<file path="src/rtl/uart_rx_pkg.sv">
// Shared UART constants and receiver state encoding.
// The transmitter uses the same baud constant so both ends stay matched.
package uart_rx_pkg;

  localparam int UART_DATA_BITS    = 8;
  localparam int UART_CLKS_PER_BIT = 16;

  typedef enum logic [2:0] {
    IDLE  = 3'd0,
    START = 3'd1,
    DATA  = 3'd2,
    STOP  = 3'd3,
    BREAK = 3'd4
  } rx_state_e;

endpackage

</file>
<file path="src/rtl/uart_rx_sync.sv">
// Two-flop synchroniser for the asynchronous RX line.
// Presets to 1 so a reset line looks idle, not like a start bit.
module uart_rx_sync (
  input  logic dblclk,
  input  logic reset,
  input  logic async_i,
  output logic sync_o
);

  logic meta_q;
  logic sync_q;

  always_ff @(posedge dblclk or negedge reset) begin
    if (!reset) begin
      meta_q <= 1'b1;
      sync_q <= 1'b1;
    end else begin
      meta_q <= async_i;
      sync_q <= meta_q;
    end
  end

  assign sync_o = sync_q;

endmodule

</file>
<file path="src/rtl/uart_rx.sv">
// 8N1 UART receiver with holding register, ready/ack handshake,
// overrun and framing-error flags, and a nibble view for the 4-bit CPU.
module uart_rx
  import uart_rx_pkg::*;
#(
  parameter int CLKS_PER_BIT = UART_CLKS_PER_BIT,
  parameter int CNT_W        = 8
) (
  input  logic       dblclk,
  input  logic       reset,
  input  logic       rx,
  input  logic       rd_ack,
  input  logic       nibble_sel,
  output logic [7:0] data_out,
  output logic [3:0] nibble_out,
  output logic       ready,
  output logic       overrun,
  output logic       frame_err
);

  localparam logic [CNT_W-1:0] CNT_LAST = CNT_W'(CLKS_PER_BIT - 1);
  localparam logic [CNT_W-1:0] CNT_HALF = CNT_W'(CLKS_PER_BIT / 2 - 1);
  localparam logic [2:0]       IDX_LAST = 3'(UART_DATA_BITS - 1);

  logic rxs;

  rx_state_e  state_q, state_d;
  logic [CNT_W-1:0] cnt_q, cnt_d;
  logic [2:0] bit_idx_q, bit_idx_d;
  logic [7:0] shift_q, shift_d;
  logic [7:0] data_q, data_d;
  logic       ready_q, ready_d;
  logic       ovr_q, ovr_d;
  logic       fe_q, fe_d;
  logic       stop_hit;

  uart_rx_sync u_sync (
    .dblclk  (dblclk),
    .reset   (reset),
    .async_i (rx),
    .sync_o  (rxs)
  );

  always_ff @(posedge dblclk or negedge reset) begin
    if (!reset) begin
      state_q   <= IDLE;
      cnt_q     <= '0;
      bit_idx_q <= '0;
      shift_q   <= '0;
      data_q    <= '0;
      ready_q   <= 1'b0;
      ovr_q     <= 1'b0;
      fe_q      <= 1'b0;
    end else begin
      state_q   <= state_d;
      cnt_q     <= cnt_d;
      bit_idx_q <= bit_idx_d;
      shift_q   <= shift_d;
      data_q    <= data_d;
      ready_q   <= ready_d;
      ovr_q     <= ovr_d;
      fe_q      <= fe_d;
    end
  end

  always_comb begin
    state_d   = state_q;
    cnt_d     = cnt_q;
    bit_idx_d = bit_idx_q;
    shift_d   = shift_q;
    data_d    = data_q;
    ready_d   = ready_q;
    ovr_d     = ovr_q;
    fe_d      = fe_q;
    stop_hit  = 1'b0;

    case (state_q)
      IDLE: begin
        if (!rxs) begin
          state_d   = START;
          cnt_d     = '0;
          bit_idx_d = '0;
        end
      end
      START: begin
        // Half-bit wait re-centres sampling on the middle of each bit.
        if (cnt_q == CNT_HALF) begin
          cnt_d   = '0;
          state_d = rxs ? IDLE : DATA;
        end else begin
          cnt_d = cnt_q + CNT_W'(1);
        end
      end
      DATA: begin
        if (cnt_q == CNT_LAST) begin
          cnt_d              = '0;
          shift_d[bit_idx_q] = rxs;
          if (bit_idx_q == IDX_LAST) state_d = STOP;
          else                       bit_idx_d = bit_idx_q + 3'd1;
        end else begin
          cnt_d = cnt_q + CNT_W'(1);
        end
      end
      STOP: begin
        if (cnt_q == CNT_LAST) begin
          cnt_d    = '0;
          stop_hit = 1'b1;
          state_d  = rxs ? IDLE : BREAK;
        end else begin
          cnt_d = cnt_q + CNT_W'(1);
        end
      end
      BREAK: begin
        if (rxs) state_d = IDLE;
      end
      default: state_d = IDLE;
    endcase

    // Clears first so that a same-cycle set event wins.
    if (rd_ack) begin
      ready_d = 1'b0;
      ovr_d   = 1'b0;
      fe_d    = 1'b0;
    end
    if (stop_hit && rxs) begin
      if (!ready_q || rd_ack) begin
        data_d  = shift_q;
        ready_d = 1'b1;
      end else begin
        ovr_d = 1'b1;
      end
    end
    if (stop_hit && !rxs) fe_d = 1'b1;
  end

  assign data_out   = data_q;
  assign nibble_out = nibble_sel ? data_q[7:4] : data_q[3:0];
  assign ready      = ready_q;
  assign overrun    = ovr_q;
  assign frame_err  = fe_q;

endmodule

</file>
<file path="config.mk">
export PLATFORM = sky130hd
export DESIGN_NAME = uart_rx
export DESIGN_NICKNAME = d
export VERILOG_FILES = /design/src/rtl/uart_rx_pkg.sv /design/src/rtl/uart_rx_sync.sv /design/src/rtl/uart_rx.sv
export SDC_FILE = /design/constraint.sdc
export NUM_CORES = 1
export LEC_CHECK = 0
export BUFFER_PORTS_ARGS = -buffer_cell sky130_fd_sc_hd__buf_2
export CAP_MARGIN = 30
export CORE_MARGIN = 8
export CORE_UTILIZATION = 55
export CTS_CLUSTER_SIZE = 24
export DETAILED_ROUTE_END_ITERATION = 6
export GPL_ROUTABILITY_DRIVEN = 0
export PLACE_DENSITY = 0.74
export SETUP_SLACK_MARGIN = 0.3
export SLEW_MARGIN = 15
export SYNTH_ARGS = -nofsm -noshare
export SYNTH_HDL_FRONTEND = slang
export SYNTH_SLANG_ARGS = --single-unit
</file>
<file path="constraint.sdc">
create_clock -name dblclk -period 5.5 [get_ports dblclk]
set_input_delay 0.825 -clock dblclk [delete_from_list [all_inputs] [get_ports dblclk]]
set_output_delay 0.825 -clock dblclk [all_outputs]
set_load 0.02 [all_outputs]
</file>
==> results.yml, run 1 <==
status:
  outcome: "completed"
synth:
  yosysTopAreaCell: "dfrtp_1"
  synth_edf_count: 0
  synthAdderAreaFrac_pct: 2.23
  yosysSeqAreaShare_pct: 52.2
  avgSynthCellArea_um2: 11.2
  synth_simple_gate_area_share_pct: 17.4
  synth_seq_cells: 35
  synthXorXnorAreaFrac_pct: 1.04
  synth_mux_area_share_pct: 14.0
  yosysWarnings: 0
  synth_fp_nets: 158
  yosys-top-cells-area: "dfrtp_1 (49%), mux2_2 (13%), dfstp_2 (3.1%), o21ai_0 (3.0%), nand2_1 (2.7%)"
  synthFlopType: "dfrtp_1"
  synth_top_area_share_pct: 49.1
  synth_top_family_by_area: "simple AND/OR/NAND/NOR gates"
  synth_cell_types: 39
  async_reset_ff_share_pct: 100
  synthCells: 150
  netlist_area_mm2: 0.00168
  synth_compound_area_share_pct: 11.1
route:
  drc: 0
  ant_nets: 0
  vias_per_cell: 6.00
  vias: 1229
  wl_um: 3160
  detail_route.first_pass.iterations: 4
  drtIter0Drc: 98
  wl_per_cell_um: 15.4
floorplanning:
  dieArea_mm2: 0.00509
  die_h_um: 71.3
  io_pins: 20
  rows: 20
  die-width_um: 71.3
  start_util_pct: 56.5
  core-area_mm2: 0.00298
cts:
  htreeDepth: 2
  numCtsBuffers: 5
  cts-resized-gates: 0
  cts_tree: "done"
  clockRootBuffer: "clkbuf_4"
  cts_setup_buffers: 0
  insertion_delay_ns: 0.32
  hold_buffers: 0
  clkSinkCount: 35
  clk_path_buf_depth: 2
  clkTransAtPathRegs_ns: 0.09
power_and_ir_drop:
  vdd_drop_max_mv: 0.203
  p_sw_uw: 215
  p_leak_uw: 0.000923
  power_frac_comb_pct: 24.4
  pwr-share-clk_pct: 20.6
  sw_frac_of_total_pct: 34.9
  p_int_uw: 401
  pwr-share-seq_pct: 55.0
  power.density_mw_per_mm2: 333
critical_path:
  reg2reg_to: "data_out[0]"
  start_kind: "flop"
  startpoint: "cnt_q[5]"
  r2r-start: "cnt_q[5]"
  end_kind: "flop"
  crit_fanout: 8
  cp.required_ns: 5.71
  r2r_cells: 4
  critical_path_class: "flop to flop"
  r2r_slack_ns: 3.13
  crit_path_end: "data_out[0]"
  worstPathArrival_ns: 2.58
layout:
  fin_nets: 179
  areaGrowthSynthToFinish_pct: 9.81
  final_common_cell: "dfrtp_1"
  final_cells: 205
  layout_common_cells: "dfrtp_1 (33), mux2_2 (20), buf_2 (19)"
  num_antenna_cells: 0
  final_layout_size_suffix_gt1_share_pct: 29.7
  stdcell_area_mm2: 0.00185
hold_path:
  hold_class: "flop to flop"
timing:
  fin_ws_ns: 3.13
  setup_viol: 0
  fin_crit_ns: 2.37
  final_max_slew_viol_count: 0
  finalHoldViolations: 0
  clock_skew_ns: 0.00585
  tns_ns: 0
  max_freq_ghz: 0.422
  finalCritPeriodShare_pct: 43.1
  slew_headroom_pct: 49.7
  worstMarginPinSlew_ns: 0.754
  grt_setup_unrepaired: "no"
grt:
  grt_max_degree: 36
  grt_pass1_wl_um: 5330
  grt_overflow_total: 0
  grtUsageTotal_pct: 13.2
  antenna_found_initial: 0
  grt_pass1_vias: 1157
flow_run:
  maxCapViolCount: 0
placement:
  hpwlAfterDp_um: 2280
  dp.cells: 197
  pre_cts_ws_ns: 3.16
  dpl-instance-area_mm2: 0.00180
  numPortBuffers: 19
## Yosys cell counts, types with 2 or more instances
cell type,count
nor2_1,7
nand3_1,6
and3_1,4
a32o_1,2
nand4_1,4
clkbuf_1,4
inv_1,4
xor2_1,2
nor2b_1,3
a21o_1,3
nor3_1,7
dfrtp_1,33
a21oi_1,3
ha_1,3
o21ai_0,10
mux2_2,20
nand2_1,12
dfstp_2,2
## registers in the layout, summed over array words and instances, names as in the netlist, 3 cells and up
register	cells
shift_q	8
state_q	3
data_out	8
bit_idx_q	3
cnt_q	8
## worst max-delay path, cell delays in order (launching register included)
cell and delay [ns]:
dfrtp_1 0.43, or4_1 0.70, or3b_4 0.47, a21oi_4 0.27
mux2_2 0.38
## worst min path at each step
stage / endpoint / cells after the start / slack (ns) / startpoint
2_1_floorplan: u_sync.sync_o / 0 / 0.35 / u_sync.meta_q
3_3_place_gp: u_sync.sync_o / 0 / 0.35 / u_sync.meta_q
3_5_place_dp: u_sync.sync_o / 0 / 0.35 / u_sync.meta_q
4_1_cts: u_sync.sync_o / 0 / 0.36 / u_sync.meta_q
5_1_grt: u_sync.sync_o / 0 / 0.36 / u_sync.meta_q
6_report: u_sync.sync_o / 0 / 0.36 / u_sync.meta_q
## power groups by stage
stage,Sequential [uW],Combinational (uW),Clock (uW)
4_1_cts,338,151,134
5_1_grt,345,174,143
2_1_floorplan,321,136,0
3_5_place_dp,343,150,0
6_report,339,150,127
3_3_place_gp,341,143,0
## cell type report
| type | count | area [um^2] |
|---|---|---|
| well taps | 33 | 41.3 |
| inverters | 4 | 15.0 |
| multi-input cells | 106 | 769 |
| fillers | 254 | 1130 |
| flip-flops and latches | 35 | 878 |
| clock buffers | 8 | 48.8 |
| repair buffers | 19 | 95.1 |
## cell families (layout without fill, tap and decap cells)
logic type,Yosys count,after routing
AO/OA/AOI/OAI,26,26
XOR/XNOR,2,2
adder cells (fa/ha/maj),3,3
buffers and inverters,9,31
flip-flops,35,35
multiplexers,21,21
AND/OR/NAND/NOR,54,54
## routing by layer
layer  global-route usage, %  up-vias  share of wire, %
li1                        -      599                 -
met1                    15.8      591                48
met2                    20.3       34                44
met3                    5.02        5               5.8
met4                    6.24        0               1.7
met5                       0        -                 0
## through the flow
step / hold WS [ns] / util [%] / total power, uW
after floorplan: 0.345 / - / 457
after global placement: 0.348 / 60.4 / 484
after detailed placement: 0.349 / 60.4 / 493
after CTS: 0.363 / 62.1 / 622
after global routing: 0.364 / 62.1 / 662
final: 0.363 / 62.1 / 616
Power figures use the tool's default switching activity.
==> run 2, diff against run 1 <==
clock period = 2.3 ns   (was 5.5 ns; I/O delays follow)
==> results.yml, run 2 (same netlist as run 1, synthesis figures left out) <==
layout:
  layout_common_cells: "dfrtp_1 (33), buf_2 (19), mux2_2 (12), nand2_1 (12), o21ai_0 (10)"
  final_common_cell: "dfrtp_1"
  seq_area_um2: 878
  multi_input_area_um2: 841
  final_cells: 216
  fin_nets: 190
  num_antenna_cells: 0
  final_layout_size_suffix_gt1_share_pct: 38.3
  n_fill_cell: 223
  areaGrowthSynthToFinish_pct: 23.3
timing:
  fin_ws_ns: 0.222
  worstMarginPinSlew_ns: 0.754
  max_freq_ghz: 0.481
  finalCritPeriodShare_pct: 90.3
  setup_viol: 0
  fin_crit_ns: 2.08
  slew_headroom_pct: 49.7
  finalHoldViolations: 0
  tns_ns: 0
  final_max_slew_viol_count: 0
  clock_skew_ns: 0.0108
  grt_setup_unrepaired: "yes"
placement:
  numPortBuffers: 19
  pre_cts_ws_ns: 0.0740
  dp.cells: 202
  hpwlAfterDp_um: 2390
critical_path:
  crit_fanout: 8
  crit_path_cell_trace: "or4_4, or3b_4, a21oi_4, buf_12, mux2_4"
  end_kind: "flop"
  startpoint: "cnt_q[4]"
  slowest_delay_ns: 0.55
  worst-path-buf-inv: 1
  cp.required_ns: 2.53
  critical_path_class: "flop to flop"
  cpMaxStageDelayCell: "or4_4"
  r2r-start: "cnt_q[4]"
  crit_family: "simple AND/OR/NAND/NOR gates"
  worstPathArrival_ns: 2.31
  start_kind: "flop"
floorplanning:
  io_pins: 20
  die_h_um: 71.3
  rows: 20
  dieArea_mm2: 0.00509
  die-width_um: 71.3
  start_util_pct: 56.5
  core-area_mm2: 0.00298
grt:
  grt_max_degree: 36
  grt_pass1_vias: 1279
  grtUsageTotal_pct: 15.0
  antenna_found_initial: 0
  grt_pass1_wl_um: 6090
  grt_overflow_total: 0
flow_run:
  maxCapViolCount: 0
cts:
  insertion_delay_ns: 0.34
  clockRootBuffer: "clkbuf_4"
  numCtsBuffers: 5
  clk_path_buf_depth: 2
  hold_buffers: 0
  clkTransAtPathRegs_ns: 0.11
  clkSinkCount: 35
  htreeDepth: 2
  cts_tree: "done"
route:
  vias_per_cell: 5.85
  vias: 1263
  wl_per_cell_um: 16.2
  drtIter0Drc: 68
  wl_um: 3500
  ant_nets: 0
  drc: 0
  detail_route.first_pass.iterations: 4
hold_path:
  hold_class: "primary input to asynchronous set/reset pin"
power_and_ir_drop:
  p_leak_uw: 0.00102
  vdd_drop_max_mv: 0.792
  power.density_mw_per_mm2: 910
status:
  outcome: "completed"
==> run 2: final timing paths <==
check / end / slack (ns) / cells past startpoint
worst max-delay path: data_out[6] / 0.22 / 5
worst min-delay path: cnt_q[6] / 0.06 / 1
worst max register to register: data_out[6] / 0.22 / 5
worst min register to register: u_sync.sync_o / 0.36 / 0
max in group asynchronous: cnt_q[0] / 1.75 / 1
min in group dblclk: u_sync.meta_q / 0.10 / 1
==> run 2: power by group <==
part | internal [uW] | switching, uW
Clock | 338 | 209
Combinational | 243 | 313
Sequential | 694 | 92.4
Total | 1270 | 614
==> run 2: through the flow <==
stage	hold WS, ns	power, uW	util, %	cell area [um^2]
6_report	0.0552	1890	69.7	2070
5_1_grt	0.0858	2000	69.7	2070
4_1_cts	0.0766	1840	68.6	2040
3_5_place_dp	0.352	1230	61.7	1840
3_3_place_gp	0.348	1210	61.7	1840
2_1_floorplan	0.0494	1090	-	1680
==> run 2: timing repair <==
action / 4_1_cts / 5_1_grt
gates resized for setup: 13 / 3
buffers inserted: 4 / 2
cloned: 0 / 0
pin swaps: 3 / 0
setup endpoints to repair: 22 / 17
==> run 2: area by class of cell <==
type                            instances  share of cell area [%]
Clock buffer                            5                    1.81
Timing Repair Buffer                   30                    9.35
Sequential cell                        35                    42.3
Clock inverter                          3                    3.26
Tap cell                               33                    1.99
Inverter                                4                   0.724
Multi-Input combinational cell        106                    40.5
==> run 2: per-layer routing <==
layer | track usage, % | share of wire, % | vias up
li1 | - | - | 614
met3 | 5.72 | 5.8 | 6
met1 | 19.1 | 46 | 619
met2 | 22.6 | 47 | 24
met4 | 5.54 | 1.2 | 0
met5 | 0 | 0 | -
